==> src/rtl/mem_sched_pkg.sv <==
// Shared types for the memory request scheduler: FSM states, requester ids,
// line-offset width and the line-address type used for prefetch merge.
package mem_sched_pkg;

    localparam int MEM_ADDR_W    = 32;
    localparam int MEM_LINE_W    = 256;
    localparam int LINE_OFFSET_W = 5;

    typedef enum logic [1:0] {
        IDLE,
        GNT_INST,
        GNT_DATA,
        GNT_PREF
    } sched_state_e;

    typedef enum logic [1:0] {
        REQ_NONE,
        REQ_INST,
        REQ_DATA,
        REQ_PREF
    } req_id_e;

    // Address with the line offset stripped; two addresses hit the same line
    // exactly when their line_addr_t values are equal.
    typedef logic [MEM_ADDR_W-LINE_OFFSET_W-1:0] line_addr_t;

endpackage

==> src/rtl/mem_req_scheduler_if.sv <==
// Bundle of requester-side and adaptor-side signals of the scheduler.
// slave: the scheduler's view. master: the environment (caches, prefetcher,
// cacheline adaptor) driving requests and memory responses.
interface mem_req_scheduler_if #(
    parameter int LINE_W = 256,
    parameter int ADDR_W = 32
);
    logic              inst_read;
    logic [ADDR_W-1:0] inst_addr;
    logic [LINE_W-1:0] inst_rdata;
    logic              inst_resp;

    logic              data_read;
    logic              data_write;
    logic [ADDR_W-1:0] data_addr;
    logic [LINE_W-1:0] data_wdata;
    logic [LINE_W-1:0] data_rdata;
    logic              data_resp;

    logic              pref_read;
    logic [ADDR_W-1:0] pref_addr;
    logic [LINE_W-1:0] pref_rdata;
    logic              pref_resp;

    logic              mem_read;
    logic              mem_write;
    logic [ADDR_W-1:0] mem_address;
    logic [LINE_W-1:0] mem_wdata;
    logic [LINE_W-1:0] mem_rdata;
    logic              mem_resp;

    logic [31:0]       perf_inst_cnt;
    logic [31:0]       perf_data_cnt;
    logic [31:0]       perf_pref_cnt;
    logic [31:0]       perf_merge_cnt;

    modport slave (
        input  inst_read, inst_addr, data_read, data_write, data_addr, data_wdata,
               pref_read, pref_addr, mem_rdata, mem_resp,
        output inst_rdata, inst_resp, data_rdata, data_resp, pref_rdata, pref_resp,
               mem_read, mem_write, mem_address, mem_wdata,
               perf_inst_cnt, perf_data_cnt, perf_pref_cnt, perf_merge_cnt
    );

    modport master (
        output inst_read, inst_addr, data_read, data_write, data_addr, data_wdata,
               pref_read, pref_addr, mem_rdata, mem_resp,
        input  inst_rdata, inst_resp, data_rdata, data_resp, pref_rdata, pref_resp,
               mem_read, mem_write, mem_address, mem_wdata,
               perf_inst_cnt, perf_data_cnt, perf_pref_cnt, perf_merge_cnt
    );

endinterface

==> src/rtl/sched_age_ctr.sv <==
// Saturating 4-bit starvation age for one demand requester. Counts losses,
// saturates at LIMIT (promoted), clear wins over increment.
module sched_age_ctr #(
    parameter int LIMIT = 4
) (
    input  logic clk,
    input  logic rst,
    input  logic inc,
    input  logic clr,
    output logic promoted
);
    logic [3:0] age_q, age_d;

    // Next age: clear on own grant, otherwise count a loss up to LIMIT
    always_comb begin
        age_d = age_q;
        if (clr)
            age_d = '0;
        else if (inc && (age_q < 4'(LIMIT)))
            age_d = age_q + 4'd1;
    end

    // Age register
    always_ff @(posedge clk or negedge rst) begin
        if (!rst) age_q <= '0;
        else      age_q <= age_d;
    end

    assign promoted = (age_q >= 4'(LIMIT));

endmodule

==> src/rtl/mem_req_scheduler.sv <==
// Three-requester scheduler (I-cache, D-cache, next-line prefetcher) in front
// of a single line-wide memory port. Priority: promoted demand > data > inst >
// pref, with starvation aging between the two demand requesters and merging of
// an I-cache miss into an in-flight prefetch of the same line.
// Optional: MEM_SCHED_PERF_EN adds four 32-bit completion counters.
module mem_req_scheduler
    import mem_sched_pkg::*;
#(
    parameter int LINE_W       = MEM_LINE_W,
    parameter int ADDR_W       = MEM_ADDR_W,
    parameter int STARVE_LIMIT = 4
) (
    input  logic               clk,
    input  logic               rst,
    mem_req_scheduler_if.slave bus
);
    sched_state_e state_q, state_d;
    req_id_e      pick;
    logic         data_req, merge;
    logic         inst_inc, inst_clr, inst_prom;
    logic         data_inc, data_clr, data_prom;
    line_addr_t   inst_line, pref_line;

    assign data_req  = bus.data_read | bus.data_write;
    assign inst_line = bus.inst_addr[ADDR_W-1:LINE_OFFSET_W];
    assign pref_line = bus.pref_addr[ADDR_W-1:LINE_OFFSET_W];
    assign merge     = (state_q == GNT_PREF) && bus.mem_resp && bus.inst_read &&
                       (inst_line == pref_line);

    sched_age_ctr #(.LIMIT(STARVE_LIMIT)) u_inst_age (
        .clk(clk), .rst(rst), .inc(inst_inc), .clr(inst_clr), .promoted(inst_prom)
    );
    sched_age_ctr #(.LIMIT(STARVE_LIMIT)) u_data_age (
        .clk(clk), .rst(rst), .inc(data_inc), .clr(data_clr), .promoted(data_prom)
    );

    // Arbitration among the currently pending requests
    always_comb begin
        pick = REQ_NONE;
        if (data_prom && data_req)      pick = REQ_DATA;
        else if (inst_prom && bus.inst_read) pick = REQ_INST;
        else if (data_req)              pick = REQ_DATA;
        else if (bus.inst_read)         pick = REQ_INST;
        else if (bus.pref_read)         pick = REQ_PREF;
    end

    // Next state, memory-side drive, completion pulses and age updates
    always_comb begin
        state_d         = state_q;
        bus.mem_read    = 1'b0;
        bus.mem_write   = 1'b0;
        bus.mem_address = '0;
        bus.mem_wdata   = '0;
        bus.inst_resp   = 1'b0;
        bus.data_resp   = 1'b0;
        bus.pref_resp   = 1'b0;
        inst_inc        = 1'b0;
        inst_clr        = 1'b0;
        data_inc        = 1'b0;
        data_clr        = 1'b0;
        case (state_q)
            IDLE: begin
                case (pick)
                    REQ_DATA: begin
                        state_d  = GNT_DATA;
                        data_clr = 1'b1;
                        inst_inc = bus.inst_read;
                    end
                    REQ_INST: begin
                        state_d  = GNT_INST;
                        inst_clr = 1'b1;
                        data_inc = data_req;
                    end
                    REQ_PREF: state_d = GNT_PREF;
                    default:  state_d = IDLE;
                endcase
            end
            GNT_INST: begin
                bus.mem_read    = bus.inst_read;
                bus.mem_address = {inst_line, LINE_OFFSET_W'(0)};
                if (bus.mem_resp) begin
                    bus.inst_resp = 1'b1;
                    state_d       = IDLE;
                end
            end
            GNT_DATA: begin
                bus.mem_read    = bus.data_read;
                bus.mem_write   = bus.data_write;
                bus.mem_address = {bus.data_addr[ADDR_W-1:LINE_OFFSET_W], LINE_OFFSET_W'(0)};
                bus.mem_wdata   = bus.data_wdata;
                if (bus.mem_resp) begin
                    bus.data_resp = 1'b1;
                    state_d       = IDLE;
                end
            end
            GNT_PREF: begin
                bus.mem_read    = bus.pref_read;
                bus.mem_address = {pref_line, LINE_OFFSET_W'(0)};
                if (bus.mem_resp) begin
                    bus.pref_resp = 1'b1;
                    state_d       = IDLE;
                    // Same-line demand miss rides along on the prefetch fill
                    if (merge) begin
                        bus.inst_resp = 1'b1;
                        inst_clr      = 1'b1;
                    end
                end
            end
            default: state_d = IDLE;
        endcase
    end

    // State register; async reset drops any in-flight memory command at once
    always_ff @(posedge clk or negedge rst) begin
        if (!rst) state_q <= IDLE;
        else      state_q <= state_d;
    end

    assign bus.inst_rdata = bus.inst_resp ? bus.mem_rdata : '0;
    assign bus.data_rdata = bus.data_resp ? bus.mem_rdata : '0;
    assign bus.pref_rdata = bus.pref_resp ? bus.mem_rdata : '0;

`ifdef MEM_SCHED_PERF_EN
    logic [31:0] perf_inst_q, perf_inst_d, perf_data_q, perf_data_d;
    logic [31:0] perf_pref_q, perf_pref_d, perf_merge_q, perf_merge_d;

    // Completion counters, wrapping; a merge counts as inst, pref and merge
    always_comb begin
        perf_inst_d  = perf_inst_q  + 32'(bus.inst_resp);
        perf_data_d  = perf_data_q  + 32'(bus.data_resp);
        perf_pref_d  = perf_pref_q  + 32'(bus.pref_resp);
        perf_merge_d = perf_merge_q + 32'(merge);
    end

    // Counter registers
    always_ff @(posedge clk or negedge rst) begin
        if (!rst) begin
            perf_inst_q  <= '0;
            perf_data_q  <= '0;
            perf_pref_q  <= '0;
            perf_merge_q <= '0;
        end else begin
            perf_inst_q  <= perf_inst_d;
            perf_data_q  <= perf_data_d;
            perf_pref_q  <= perf_pref_d;
            perf_merge_q <= perf_merge_d;
        end
    end

    assign bus.perf_inst_cnt  = perf_inst_q;
    assign bus.perf_data_cnt  = perf_data_q;
    assign bus.perf_pref_cnt  = perf_pref_q;
    assign bus.perf_merge_cnt = perf_merge_q;
`else
    assign bus.perf_inst_cnt  = '0;
    assign bus.perf_data_cnt  = '0;
    assign bus.perf_pref_cnt  = '0;
    assign bus.perf_merge_cnt = '0;
`endif

    // A granted requester must hold its request until the completion pulse
    a_inst_held: assert property (@(posedge clk) disable iff (!rst)
        (state_q == GNT_INST) |-> bus.inst_read);
    a_data_held: assert property (@(posedge clk) disable iff (!rst)
        (state_q == GNT_DATA) |-> data_req);
    a_pref_held: assert property (@(posedge clk) disable iff (!rst)
        (state_q == GNT_PREF) |-> bus.pref_read);

endmodule
==> src/flat_wrapper.sv <==
// flat-port wrapper written by rule: the top's interface ports become plain ports
module mem_req_scheduler_flat import mem_sched_pkg::*;
#(
    parameter int LINE_W       = MEM_LINE_W,
    parameter int ADDR_W       = MEM_ADDR_W,
    parameter int STARVE_LIMIT = 4
)
  (clk, rst, bus_inst_read, bus_inst_addr, bus_data_read, bus_data_write, bus_data_addr, bus_data_wdata, bus_pref_read, bus_pref_addr, bus_mem_rdata, bus_mem_resp, bus_inst_rdata, bus_inst_resp, bus_data_rdata, bus_data_resp, bus_pref_rdata, bus_pref_resp, bus_mem_read, bus_mem_write, bus_mem_address, bus_mem_wdata, bus_perf_inst_cnt, bus_perf_data_cnt, bus_perf_pref_cnt, bus_perf_merge_cnt);
  mem_req_scheduler_if #(.LINE_W(LINE_W), .ADDR_W(ADDR_W)) bus_i ();
  input  logic clk;
  input  logic rst;
  input wire logic [$bits(bus_i.inst_read)-1:0] bus_inst_read;
  input wire logic [$bits(bus_i.inst_addr)-1:0] bus_inst_addr;
  input wire logic [$bits(bus_i.data_read)-1:0] bus_data_read;
  input wire logic [$bits(bus_i.data_write)-1:0] bus_data_write;
  input wire logic [$bits(bus_i.data_addr)-1:0] bus_data_addr;
  input wire logic [$bits(bus_i.data_wdata)-1:0] bus_data_wdata;
  input wire logic [$bits(bus_i.pref_read)-1:0] bus_pref_read;
  input wire logic [$bits(bus_i.pref_addr)-1:0] bus_pref_addr;
  input wire logic [$bits(bus_i.mem_rdata)-1:0] bus_mem_rdata;
  input wire logic [$bits(bus_i.mem_resp)-1:0] bus_mem_resp;
  output wire logic [$bits(bus_i.inst_rdata)-1:0] bus_inst_rdata;
  output wire logic [$bits(bus_i.inst_resp)-1:0] bus_inst_resp;
  output wire logic [$bits(bus_i.data_rdata)-1:0] bus_data_rdata;
  output wire logic [$bits(bus_i.data_resp)-1:0] bus_data_resp;
  output wire logic [$bits(bus_i.pref_rdata)-1:0] bus_pref_rdata;
  output wire logic [$bits(bus_i.pref_resp)-1:0] bus_pref_resp;
  output wire logic [$bits(bus_i.mem_read)-1:0] bus_mem_read;
  output wire logic [$bits(bus_i.mem_write)-1:0] bus_mem_write;
  output wire logic [$bits(bus_i.mem_address)-1:0] bus_mem_address;
  output wire logic [$bits(bus_i.mem_wdata)-1:0] bus_mem_wdata;
  output wire logic [$bits(bus_i.perf_inst_cnt)-1:0] bus_perf_inst_cnt;
  output wire logic [$bits(bus_i.perf_data_cnt)-1:0] bus_perf_data_cnt;
  output wire logic [$bits(bus_i.perf_pref_cnt)-1:0] bus_perf_pref_cnt;
  output wire logic [$bits(bus_i.perf_merge_cnt)-1:0] bus_perf_merge_cnt;
  assign bus_i.inst_read = bus_inst_read;
  assign bus_i.inst_addr = bus_inst_addr;
  assign bus_i.data_read = bus_data_read;
  assign bus_i.data_write = bus_data_write;
  assign bus_i.data_addr = bus_data_addr;
  assign bus_i.data_wdata = bus_data_wdata;
  assign bus_i.pref_read = bus_pref_read;
  assign bus_i.pref_addr = bus_pref_addr;
  assign bus_i.mem_rdata = bus_mem_rdata;
  assign bus_i.mem_resp = bus_mem_resp;
  assign bus_inst_rdata = bus_i.inst_rdata;
  assign bus_inst_resp = bus_i.inst_resp;
  assign bus_data_rdata = bus_i.data_rdata;
  assign bus_data_resp = bus_i.data_resp;
  assign bus_pref_rdata = bus_i.pref_rdata;
  assign bus_pref_resp = bus_i.pref_resp;
  assign bus_mem_read = bus_i.mem_read;
  assign bus_mem_write = bus_i.mem_write;
  assign bus_mem_address = bus_i.mem_address;
  assign bus_mem_wdata = bus_i.mem_wdata;
  assign bus_perf_inst_cnt = bus_i.perf_inst_cnt;
  assign bus_perf_data_cnt = bus_i.perf_data_cnt;
  assign bus_perf_pref_cnt = bus_i.perf_pref_cnt;
  assign bus_perf_merge_cnt = bus_i.perf_merge_cnt;
  mem_req_scheduler #(.LINE_W(LINE_W), .ADDR_W(ADDR_W), .STARVE_LIMIT(STARVE_LIMIT)) u_core (.clk(clk), .rst(rst), .bus(bus_i));
endmodule
==> config.mk <==
export PLATFORM = sky130hd
export DESIGN_NAME = mem_req_scheduler_flat
export DESIGN_NICKNAME = d
export VERILOG_FILES = /design/src/rtl/mem_sched_pkg.sv /design/src/rtl/mem_req_scheduler_if.sv /design/src/rtl/sched_age_ctr.sv /design/src/rtl/mem_req_scheduler.sv /design/src/flat_wrapper.sv
export SDC_FILE = /design/constraint.sdc
export NUM_CORES = 1
export LEC_CHECK = 0
export CAP_MARGIN = 20
export CORE_AREA = 3 3 700 702
export CTS_CLUSTER_DIAMETER = 50
export DETAILED_ROUTE_END_ITERATION = 16
export DIE_AREA = 0 0 703 705
export GPL_TIMING_DRIVEN = 0
export PLACE_DENSITY = 0.3
export SYNTH_ARGS = -nofsm -noshare
export SYNTH_HDL_FRONTEND = slang
export SYNTH_SLANG_ARGS = --single-unit
==> constraint.sdc <==
create_clock -name clk -period 2.45 [get_ports clk]
set_input_delay 0.49 -clock clk [delete_from_list [all_inputs] [get_ports clk]]
set_output_delay 0.49 -clock clk [all_outputs]
set_load 0.02 [all_outputs]
==> results of run 1 <==
-- worst max-delay path by stage --
stage | startpoint | end | slack, ns | cells past startpoint
CTS | u_core.state_q[1]$_DFFE_PN0P_ | bus_pref_rdata[50] | -1.06 | 7
global route | u_core.state_q[0]$_DFFE_PN0P_ | bus_inst_rdata[214] | -0.71 | 12
floorplan | u_core.state_q[0]$_DFFE_PN0P_ | bus_inst_rdata[10] | 0.02 | 7
detailed placement | bus_inst_addr[16] | bus_inst_rdata[214] | -3.00 | 9
global placement | bus_mem_resp | bus_data_rdata[83] | -5.76 | 6
finish | bus_mem_rdata[15] | bus_data_rdata[15] | -0.81 | 3
-- power by group through the flow --
stage	registers [mW]	logic (mW)	clock network (mW)
after global placement	0.275	25.4	0
after global routing	0.279	27.2	0.303
final	0.272	25.8	0.291
after CTS	0.271	26.2	0.299
after detailed placement	0.275	25.7	0
after floorplan	0.261	8.70	0
-- worst max-delay path, cell delays in order --
cell	delay [ns]
clkdlybuf4s50_1	1.32
and3_1	0.30
clkdlybuf4s50_1	0.61
-- what timing repair did --
item / 4_1_cts / 5_1_grt
resized for setup: 1627 / 1570
setup endpoints to repair: 1056 / 1053
pin swaps: 27 / 23
buffers inserted: 36 / 12
cloned: 11 / 4
-- layout by cell type (no fill, tap or decap), types with 59 or more instances in the layout --
| cell type | instances |
|---|---|
| o21ai_2 | 118 |
| buf_4 | 228 |
| and3_1 | 492 |
| clkbuf_4 | 59 |
| clkdlybuf4s50_1 | 789 |
| conb_1 | 133 |
| clkbuf_2 | 313 |
| buf_6 | 110 |
| nand2_1 | 259 |
| diode_2 | 89 |
| buf_2 | 106 |
| o21ai_1 | 111 |
| dlymetal6s2s_1 | 195 |
| dlygate4sd2_1 | 100 |
| and2_1 | 251 |
| nand4_1 | 256 |
-- cells by family (layout without fill, tap and decap cells) --
family          Yosys count  in the layout  share of synthesized area, %
mux                       1              1                        0.0783
flops                    10             10                          1.96
simple gates           1337           1337                          60.3
fa+ha+maj                 7              7                         0.685
xor+xnor                 28             28                          1.92
compound gates          300            300                          16.3
buf+inv                 432           2178                          18.8
other cells               1            222                        0.0293
-- layer usage --
layer | part of all wire (%) | global-route usage, % | vias up
li1 | - | - | 11200
met1 | 39 | 16.8 | 12500
met2 | 47 | 25.1 | 1628
met3 | 11 | 6.30 | 377
met4 | 2.9 | 2.35 | 80
met5 | 0.15 | 0 | -
-- stage by stage --
step / worst slack, ns / power [mW] / hold WS (ns)
4_1_cts: -1.06 / 26.7 / 0.493
5_1_grt: -0.711 / 27.7 / 0.535
3_5_place_dp: -3.00 / 26.0 / 0.480
2_1_floorplan: 0.0174 / 8.96 / 0.194
3_3_place_gp: -5.76 / 25.7 / 0.489
6_report: -0.812 / 26.4 / 0.491
-- final cells by class --
cell class	count	area, um^2	share of cell area [%]
repair buffers	1746	17200	42.4
diodes	89	223	0.547
flip-flops and latches	10	250	0.615
clock buffers	3	75.1	0.184
plain buffers	426	3570	8.77
multi-input cells	1806	11300	27.7
well taps	6450	8070	19.8
inverters	3	13.8	0.0338
-- sequential cells by signal, indices dropped and copies added (netlist names) --
name                     flops
u_core.u_data_age.age_q      4
u_core.state_q               2
u_core.u_inst_age.age_q      4
==> flow_summary_export.csv, run 1 <==
group,metric,value,unit
outcome,status,"complete, but fails checks",
outcome,violations,"setup timing",
sta,tns,-422.14,ns
pwr,power.net_switching,17.1,mW
pwr,pwr-share-comb,97.9,%
sta,report.final.slew_viol_count,0,
worst_hold_path,min_from,"u_core.u_data_age.age_q[1]$_DFFE_PN0P_",
synthesis,synth_cells,2116,
clock_network,clock_latency,0.24,ns
routing,vias_per_cell,2.45,
die,row_count,256,
global_routing,grt_use_total,14.5,%
sta,max_freq,307,MHz
die,die_w,703,um
layout,layout.nets,4618,
synthesis,ys_top_cells_by_area,"and3_1 (25%), and2_1 (13%), nand4_1 (13%), buf_4 (7.9%), nand2_1 (7.6%)",
job,timing.max_cap.violations,0,
pwr,p_seq_share,1.0,%
global_routing,grt_pass1_wl,434,mm
die,fp.dieH,705,um
layout,instances_no_fill,10500,
clock_network,cts_buffers,3,
sta,slew-limit-headroom,13.4,%
synthesis,synth_edf_count,0,
critical_path,rrSetupSlack,0.54,ns
clock_network,h-tree-depth,1,
placement,gp_congestion,0.929,
critical_path,crit_required,1.96,ns
worst_hold_path,hold_class,"reg2reg",
placement,place_area,38800,um^2
sta,finalSetupViolCount,1032,
critical_path,worstRegToRegCells,7,
synthesis,synth_top_area_cell,"and3_1",
pwr,power_leakage,18.9,nW
sta,min_period,3.26,ns
layout,drive_above_1_share,30.5,%
synthesis,post-synth-top-count-cell,"and3_1",
sta,finalCritPeriodShare,133,%
critical_path,crit_type,"in2out",
routing,firstDrtPassIters,6,
worst_hold_path,min_to,"u_core.u_data_age.age_q[1]$_DFFE_PN0P_",
global_routing,antenna_found_initial,260,
global_routing,grt_max_degree,11,
synthesis,synth_common_cells,"and3_1 (512), and2_1 (261), nand2_1 (259)",
global_routing,grt-ovfl-total,0,
routing,detail_route.wl_per_cell,35.9,um
routing,drtIter0Drc,2108,
synthesis,ys_warn_count,0,
synthesis,ys.flop_type,"dfrtp_1",
placement,place_inst,10400,
layout,fin_util,8.39,%
clock_network,cts.sinks,10,
die,coreArea,485000,um^2
synthesis,synth_area,12800,um^2
critical_path,critPathLaunchType,"input pin",
synthesis,ys_seq_area_share,1.96,%
worst_hold_path,worstHoldPathCells,2,
die,io_pins,1804,
synthesis,synthArstFlopShare,100,%
sta,finClkSkew,0.00464,ns
routing,drc,0,
critical_path,crit_arrival,2.77,ns
die,initial_utilization,2.64,%
sta,grt_setup_unrepaired,"true",
placement,portBuffers,1655,
pwr,switching_share,64.9,%
clock_network,cts_root_buf,"clkbuf_16",
routing,ant_nets,0,
sta,hold_viol_final,0,
synthesis,synth_top_cell_area_share,25.0,%
clock_network,clk_pin_slew,0.04,ns
pwr,ir_drop,0.386,mV
layout,area_delta_synth_final,218,%
pwr,p_int,9.26,mW
die,dieArea,496000,um^2
synthesis,avgSynthCellArea,6.04,um^2
global_routing,grt_pass1_vias,24400,
sta,tightest_slew,1.29,ns
placement,hpwl,345,mm
pwr,p_clk_share,1.1,%
layout,design_area,40700,um^2
synthesis,ys_seq_elements,10,
clock_network,postCtsHoldBufs,0,
clock_network,clk_path_buf_depth,2,
critical_path,crit_path_end_kind,"primary output",
pwr,power_density,648,nW/um^2
layout,n_fill_cell,57100,
routing,drt_wl_total,378,mm
clock_network,cts_tree,"yes",
routing,vias,25800,
critical_path,path_max_fanout,5,
critical_path,reg2reg_to,"u_core.u_inst_age.age_q[1]$_DFFE_PN0P_",
critical_path,r2r_start,"u_core.state_q[0]$_DFFE_PN0P_",
synthesis,ys_types,38,
sta,setup_ws,-0.812,ns
Note: power is estimated with default switching activity, not from simulation.
==> run 2, diff against run 1 <==
--- a/config.mk
+++ b/config.mk
@@ -13,3 +13,3 @@
 export GPL_TIMING_DRIVEN = 0
-export PLACE_DENSITY = 0.3
+export SETUP_SLACK_MARGIN = 0.05
 export SYNTH_ARGS = -nofsm -noshare
--- a/constraint.sdc
+++ b/constraint.sdc
@@ -3,2 +3,2 @@
 set_output_delay 0.49 -clock clk [all_outputs]
-set_load 0.02 [all_outputs]
+set_load 0.05 [all_outputs]
==> flow_summary_export.csv, run 2 (synthesis gave the netlist of run 1 again) <==
group,metric,value,unit
outcome,status,"complete, but fails checks",
outcome,violations,"setup timing",
global_routing,grt_use_total,15.7,%
die,initial_utilization,2.64,%
layout,seqCellArea,251,um^2
clock_network,clk_pin_slew,0.05,ns
routing,vias_per_cell,2.53,
sta,max_freq,303,MHz
layout,layout.nets,4621,
global_routing,grt_pass1_wl,462,mm
routing,vias,26700,
layout,largest_registers,"u_core.u_data_age.age_q: 4 flops, u_core.u_inst_age.age_q: 4 flops, u_core.state_q: 2 flops",
die,die_w,703,um
die,coreArea,485000,um^2
sta,whs,0.498,ns
layout,multiInputGateArea,12700,um^2
clock_network,cts_tree,"yes",
sta,min_period,3.30,ns
layout,area_delta_synth_final,237,%
job,timing.max_cap.violations,0,
sta,finClkSkew,0.00460,ns
critical_path,crit_path_end_kind,"primary output",
pwr,finalPower,34.8,mW
routing,firstDrtPassIters,6,
critical_path,crit_arrival,2.81,ns
pwr,power_leakage,19.0,nW
clock_network,clk_path_buf_depth,2,
pwr,switching_share,72.9,%
critical_path,crit_required,1.96,ns
placement,portBuffers,1655,
routing,drt_wl_total,408,mm
placement,dp_slack,-3.04,ns
clock_network,cts_buffers,3,
global_routing,antenna_found_initial,329,
sta,finalCritPeriodShare,135,%
pwr,pwr-share-comb,98.2,%
placement,hpwl,378,mm
pwr,p_seq_share,0.8,%
sta,grt_setup_unrepaired,"true",
critical_path,critPathLaunchType,"flop",
layout,final_common_cell,"clkdlybuf4s50_1",
die,fp.dieH,705,um
die,io_pins,1804,
global_routing,grt_pass1_vias,23800,
pwr,ir_drop,0.405,mV
clock_network,h-tree-depth,1,
placement,place_area,42600,um^2
critical_path,crit_type,"reg2out",
die,row_count,256,
worst_hold_path,hold_class,"reg2reg",
die,dieArea,496000,um^2
clock_network,cts_root_buf,"clkbuf_16",
sta,report.final.slew_viol_count,0,
routing,drtIter0Drc,2837,
routing,detail_route.wl_per_cell,38.6,um
critical_path,path_max_fanout,5,
pwr,p_int,9.43,mW
routing,ant_nets,0,
sta,finalSetupViolCount,1046,
pwr,p_clk_share,1.0,%
placement,gp_congestion,0.942,
global_routing,grt-ovfl-total,0,
sta,slew-limit-headroom,20.9,%
clock_network,cts.sinks,10,
pwr,power_density,807,nW/um^2
layout,design_area,43100,um^2
sta,setup_ws,-0.846,ns
global_routing,grt_max_degree,12,
clock_network,clock_latency,0.25,ns
sta,hold_viol_final,0,
sta,tightest_slew,1.18,ns
pwr,power.net_switching,25.3,mW
routing,drc,0,
layout,fin_util,8.89,%
layout,drive_above_1_share,33.9,%
layout,final_cell_mix,"clkdlybuf4s50_1 (638), and3_1 (505), and2_1 (260)",
layout,n_fill_cell,56900,
run 2: cell types whose count changed in the layout (fill, tap and decap cells not counted), sizes merged:
cell | previous run | this run
clkdlybuf4s50 | 789 | 638
dlygate4sd2 | 100 | 223
buf | 557 | 638
dlymetal6s2s | 195 | 119
clkdlybuf4s15 | 78 | 151
clkbuf | 454 | 403
diode | 89 | 116
clkdlybuf4s18 | 2 | 5
bufbuf | 0 | 2
run 2: cell type report:
| class | count | share of cell area, % |
|---|---|---|
| multi-input combinational | 1806 | 29.4 |
| timing repair buffer | 1748 | 42.5 |
| tap | 6450 | 18.7 |
| inverter | 3 | 0.0261 |
| buffer | 427 | 7.82 |
| antenna | 116 | 0.674 |
| sequential | 10 | 0.584 |
| clock buffer | 4 | 0.206 |
run 2: routing by layer:
layer	track usage (%)	routed length [um]	part of all wire, %	vias up
met1	17.9	158000	39	12800
met2	26.2	188000	46	1999
met4	4.23	15100	3.7	124
met3	7.35	45800	11	566
met5	0	840	0.21	-
li1	-	-	-	11200
run 2: worst paths after layout:
check                                                            start                                     end  slack, ns  depth (start not counted)
worst max register to register           u_core.state_q[0]$_DFFE_PN0P_  u_core.u_inst_age.age_q[1]$_DFFE_PN0P_       0.44                          7
worst max-delay path                     u_core.state_q[0]$_DFFE_PN0P_                     bus_mem_address[10]      -0.85                          8
max in group asynchronous                                          rst           u_core.state_q[1]$_DFFE_PN0P_       1.45                          1
min in group asynchronous                                          rst  u_core.u_inst_age.age_q[3]$_DFFE_PN0P_       0.62                          1
worst min register to register  u_core.u_data_age.age_q[1]$_DFFE_PN0P_  u_core.u_data_age.age_q[1]$_DFFE_PN0P_       0.50                          2
worst min-delay path            u_core.u_data_age.age_q[1]$_DFFE_PN0P_  u_core.u_data_age.age_q[1]$_DFFE_PN0P_       0.50                          2
run 2: power by group through the flow:
stage	Clock, mW	Combinational (mW)	Sequential, mW
floorplan	0	16.2	0.261
global placement	0	33.5	0.270
detailed placement	0	35.4	0.275
CTS	0.329	35.1	0.278
global route	0.341	35.4	0.291
finish	0.337	34.2	0.283
run 2: timing repair:
item	CTS	global route
buffers inserted	22	5
endpoints found under the hold margin	0	0
resized for setup	2395	1017
hold buffers	0	0
endpoints found under the setup margin	1060	1056
cloned	9	1
pin swaps	23	15
run 2: critical path, stage by stage, from the launching register on:
cell and delay, ns:
dfrtp_1 0.39, inv_2 0.08, ha_4 0.18, clkbuf_16 0.16, buf_12 0.14, buf_12 0.14, a222oi_1 0.95, nor2_2 0.22
buf_12 0.23
run 2: through the flow:
step	std cells	setup TNS (ns)
after floorplan	2248	-16.94
after global placement	10400	-3965.93
after detailed placement	10500	-2251.16
after CTS	10500	-784.11
after global routing	10500	-659.95
final	10600	-563.05
